## config.mk

```make
export PLATFORM = sky130hd
export DESIGN_NAME = uart_tx_serializer
export DESIGN_NICKNAME = d
export VERILOG_FILES = /design/src/rtl/uart_pkg.sv /design/src/rtl/uart_tx_serializer.sv
export SDC_FILE = /design/constraint.sdc
export NUM_CORES = 1
export LEC_CHECK = 0
export ABC_AREA = 1
export CORE_UTILIZATION = 45
export CTS_CLUSTER_SIZE = 20
export DETAILED_ROUTE_END_ITERATION = 12
export HOLD_SLACK_MARGIN = 0.06
export PLACE_DENSITY = 0.72
export SYNTH_ARGS = -nofsm -noshare
export SYNTH_HDL_FRONTEND = slang
export SYNTH_SLANG_ARGS = --single-unit
export TNS_END_PERCENT = 5
```

## constraint.sdc

```tcl
create_clock -name clk -period 2.2 [get_ports clk]
set_input_delay 0.44 -clock clk [delete_from_list [all_inputs] [get_ports clk]]
set_output_delay 0.44 -clock clk [all_outputs]
set_load 0.02 [all_outputs]
```

## src/rtl/uart_pkg.sv

```systemverilog
// uart_pkg: shared types and helpers for the UART transmit path.
package uart_pkg;
  localparam int DEFAULT_OVERSAMPLE = 16;
  typedef enum logic [2:0] {IDLE, START, DATA, PARITY, STOP} tx_state_e;
  typedef struct packed {
    logic [1:0] wls;
    logic       stb;
    logic       pen;
    logic       eps;
    logic       sp;
    logic       set_break;
  } lcr_t;
  function automatic int tick_width(input int os);
    return $clog2(os * 2);
  endfunction
  function automatic logic [7:0] word_mask(input logic [1:0] wls);
    return 8'hFF >> (2'd3 - wls);
  endfunction
  function automatic int stop_ticks(input logic stb, input logic [1:0] wls, input int os);
    return !stb ? os : (wls == 2'd0 ? os * 3 / 2 : os * 2);
  endfunction
endpackage

```

## src/rtl/uart_tx_serializer.sv

```systemverilog
// uart_tx_serializer: UART16550 transmit shifter, FIFO pop to serial tx.
// Define UART_TX_BREAK_EN to let set_break force tx low.
module uart_tx_serializer
  import uart_pkg::*;
#(
  parameter int OVERSAMPLE = DEFAULT_OVERSAMPLE
) (
  input  logic       clk,
  input  logic       rst,
  input  logic       baud_pulse,
  input  logic       fifo_empty,
  input  logic [7:0] fifo_dout,
  output logic       pop,
  input  logic [1:0] wls,
  input  logic       stb,
  input  logic       pen,
  input  logic       eps,
  input  logic       sp,
  input  logic       set_break,
  output logic       tx,
  output logic       tsr_empty
);
  localparam int TW = tick_width(OVERSAMPLE);
  tx_state_e state, state_n;
  lcr_t lcr;
  logic [TW-1:0] tick_cnt, last_tick;
  logic [2:0] bit_cnt;
  logic [7:0] shreg;
  logic par, load, tick_end, last_bit, fsm_tx, unused_lcr;
  assign last_tick = TW'(state == STOP ? stop_ticks(lcr.stb, lcr.wls, OVERSAMPLE) - 1 : OVERSAMPLE - 1);
  assign tick_end  = baud_pulse && tick_cnt == last_tick;
  assign last_bit  = bit_cnt == {1'b0, lcr.wls} + 3'd4;
  // A new frame starts from IDLE or straight out of the final stop tick.
  assign load = !rst && !fifo_empty && baud_pulse && (state == IDLE || (state == STOP && tick_end));
  always_ff @(posedge clk or posedge rst)
    if (rst) state <= IDLE;
    else     state <= state_n;
  always_comb
    state_n = load             ? START :
              !tick_end        ? state :
              state == START   ? DATA :
              state == DATA    ? (last_bit ? (lcr.pen ? PARITY : STOP) : DATA) :
              state == PARITY  ? STOP : IDLE;
  always_ff @(posedge clk or posedge rst)
    if (rst) begin
      tick_cnt <= '0;
      bit_cnt  <= '0;
      shreg    <= '0;
      lcr      <= '0;
      par      <= 1'b0;
    end else if (load) begin
      tick_cnt <= '0;
      bit_cnt  <= '0;
      shreg    <= fifo_dout;
      lcr      <= '{wls: wls, stb: stb, pen: pen, eps: eps, sp: sp, set_break: set_break};
      par      <= ^(fifo_dout & word_mask(wls));
    end else if (baud_pulse && state != IDLE) begin
      tick_cnt <= tick_end ? '0 : tick_cnt + 1'b1;
      if (tick_end && state == DATA) begin
        shreg   <= shreg >> 1;
        bit_cnt <= bit_cnt + 3'd1;
      end
    end
  always_comb begin
    fsm_tx = state == START  ? 1'b0 :
             state == DATA   ? shreg[0] :
             state == PARITY ? (lcr.sp ? ~lcr.eps : (lcr.eps ? par : ~par)) : 1'b1;
`ifdef UART_TX_BREAK_EN
    tx = fsm_tx & ~set_break;
`else
    tx = fsm_tx;
`endif
    pop       = load;
    tsr_empty = state == IDLE;
  end
`ifdef UART_TX_BREAK_EN
  assign unused_lcr = lcr.set_break;
`else
  assign unused_lcr = ^{lcr.set_break, set_break};
`endif
endmodule

```

==> impl_metrics.csv <==
group,metric,value,unit
synth,synth_cell_types,27,
timing,finalCritPeriodShare,94.9,%
placement,dp_hpwl,2350,um
cells_and_area,nets,263,
worst_setup_path,cp_max_fo,3,
grt,grt_pass1_wl,5130,um
power_and_ir_drop,power_density,1060,mW/mm^2
drt,dr.pass1.iters,4,
placement,io_buffer_count,20,
worst_setup_path,start_kind,"input pin",
synth,ys_seq_area_share,41.6,%
cells_and_area,finish.utilization,59.0,%
synth,syn_inst,205,
clocking,cts.path.max_buffers,2,
worst_setup_path,cp.required,1760,ps
timing,final.min_clock_period,2090,ps
die,core_area,0.00334,mm^2
clocking,cts_tree,"done",
synth,ys.flop_type,"dfrtp_1",
synth,synth_common_cells,"48 x nand2_1, 32 x inv_1, 29 x nand3_1, 26 x dfrtp_1, 14 x nor2_1",
power_and_ir_drop,irDropWorstVdd,0.000405,V
worst_setup_path,worstSetupPathType,"input pin to output pin",
clocking,clk_pin_slew,150,ps
synth,synth_edf_count,0,
placement,dp.cells,281,
grt,track_usage,19.0,%
flow_run,drv_cap,0,
synth,synth_area_per_cell,7.64,um^2
min_path,min_path_type,"input pin to async pin",
synth,synth.net_count,226,
timing,drv_slew,0,
die,start_util,46.9,%
synth,synth_area,0.00157,mm^2
grt,grt_pass1_vias,1200,
status,status,"complete, no violations",
synth,yosysMostFrequentCell,"nand2_1",
clocking,ctsHtreeMaxLevel,1,
drt,viasPerCell,4.72,
synth,yosysWarnings,0,
die,io_pins,22,
synth,yosys-top-cells-area,"dfrtp_1 42%, nand2_1 12%, nand3_1 9.3%",
timing,fin_hold_ws,500,ps
power_and_ir_drop,total_power,2.09,mW
timing,fin_skew,9.22,ps
timing,worst_slew_pin_slew,335,ps
power_and_ir_drop,leakagePower,1.01,nW
die,die_h,61.0,um
clocking,cts_sinks,26,
die,die_x,61.0,um
grt,antenna_found_initial,0,
die,die_area,0.00372,mm^2
synth,synth_top_area_cell,"dfrtp_1",
grt,grt_remaining_overflow,0,
timing,setup_viol,0,
timing,slew_headroom,77.7,%
cells_and_area,n_antenna_cell,0,
timing,setup_tns,0,ps
grt,grt_max_degree,27,
drt,wl_per_cell,10.7,um
timing,max_freq,0.479,GHz
timing,rsz0062_at_grt,"false",
cells_and_area,area_delta_synth_final,25.8,%
clocking,clk_latency,330,ps
placement,gp_congestion,0.754,
timing,hold_viol,0,
drt,ant_nets,0,
drt,wl,3070,um
drt,vias,1356,
synth,yosys.area.top_type_share,41.6,%
worst_setup_path,worstPathArrival,1650,ps
cells_and_area,drive_above_1_share,17.0,%
cells_and_area,final_cells,287,
clocking,cts_root_buffer,"clkbuf_4",
clocking,cts_buffers,3,
drt,drc_errors,0,
synth,ys_seq_elements,26,
synth,synthArstFlopShare,100,%
die,num_rows,21,
worst_setup_path,cp-end-kind,"output pin",
drt,first_iter_violations,23,
==> cell families after synthesis <==
group / synth area share, %
buf+inv: 10.8
simple gates: 33.9
compound gates: 6.55
flops: 41.6
xor+xnor: 5.60
fa+ha+maj: 1.60
==> layer usage <==
layer | vias to the layer above | wire length (um) | global-route usage, %
met5 | - | 0 | 0
met4 | 0 | 42 | 6.82
met3 | 4 | 44 | 1.92
met2 | 16 | 1470 | 29.4
met1 | 618 | 1510 | 27.7
li1 | 718 | - | -
==> cells in the final DEF, fill, tap and decap left out, types with 2 or more instances in the layout <==
| cell | netlist | routed |
|---|---|---|
| nand2_1 | 48 | 48 |
| inv_1 | 32 | 31 |
| nand3_1 | 29 | 29 |
| dfrtp_1 | 26 | 25 |
| clkdlybuf4s50_1 | 0 | 17 |
| buf_4 | 2 | 16 |
| o21ai_0 | 12 | 12 |
| nor2_1 | 14 | 11 |
| xor2_1 | 8 | 8 |
| inv_2 | 3 | 4 |
| nor2_2 | 2 | 4 |
| nand4_1 | 3 | 3 |
| nor3_1 | 4 | 3 |
| o21ai_1 | 3 | 3 |
| clkbuf_4 | 0 | 3 |
| xnor2_1 | 2 | 2 |
| nand2_2 | 2 | 2 |
| nand2_4 | 2 | 2 |
| nor2_4 | 1 | 2 |
| ha_1 | 2 | 2 |
| dlygate4sd2_1 | 0 | 2 |
==> power breakdown <==
group / switching [mW] / internal, mW
Clock: 0.149 / 0.184
Combinational: 0.522 / 0.411
Sequential: 0.142 / 0.681
Total: 0.813 / 1.28
==> metrics by stage <==
step	cell area, um^2	setup slack (ps)
2_1_floorplan	1570	414
3_3_place_gp	1890	-383
3_5_place_dp	1890	-383
4_1_cts	1950	-10.9
5_1_grt	1970	12.9
6_report	1970	113
==> flip-flops by register name (all words and copies together) (netlist names) <==
name      count
shreg         8
bit_cnt       3
state         3
lcr           6
tick_cnt      5
par           1
==> cell type report <==
| cell class | instances | area, um^2 |
|---|---|---|
| sequential | 26 | 652 |
| fill | 334 | 1370 |
| clock buffer | 3 | 22.5 |
| multi-input combinational | 140 | 763 |
| inverter | 35 | 131 |
| tap | 46 | 57.6 |
| timing repair buffer | 36 | 313 |
| clock inverter | 1 | 30.0 |
==> timing repair <==
action	CTS	global route
setup buffers	0	2
hold buffers	0	0
resized for setup	7	6
pin swaps	0	1
setup endpoints to repair	3	2
endpoints found under the hold margin	0	0
==> critical path, cell delays in order <==
cell and delay [ps]:
clkdlybuf4s50_1 460, inv_1 70, nor3_2 120, inv_1 100, nor2_4 190, nand2_8 70
inv_2 50, buf_2 150
==> path summary, 6_finish.rpt <==
path / start / endpoint / slack, ps / cells past startpoint
setup / recovery: baud_pulse / pop / 110 / 8
hold / removal: rst / shreg[4] / 500 / 3
setup reg to reg: state[1] / state[1] / 280 / 12
hold reg to reg: par / par / 500 / 2
max in group asynchronous: rst / state[2] / 1420 / 3
min in group clk: par / par / 500 / 2
Note: power is estimated with default switching activity, not from simulation.
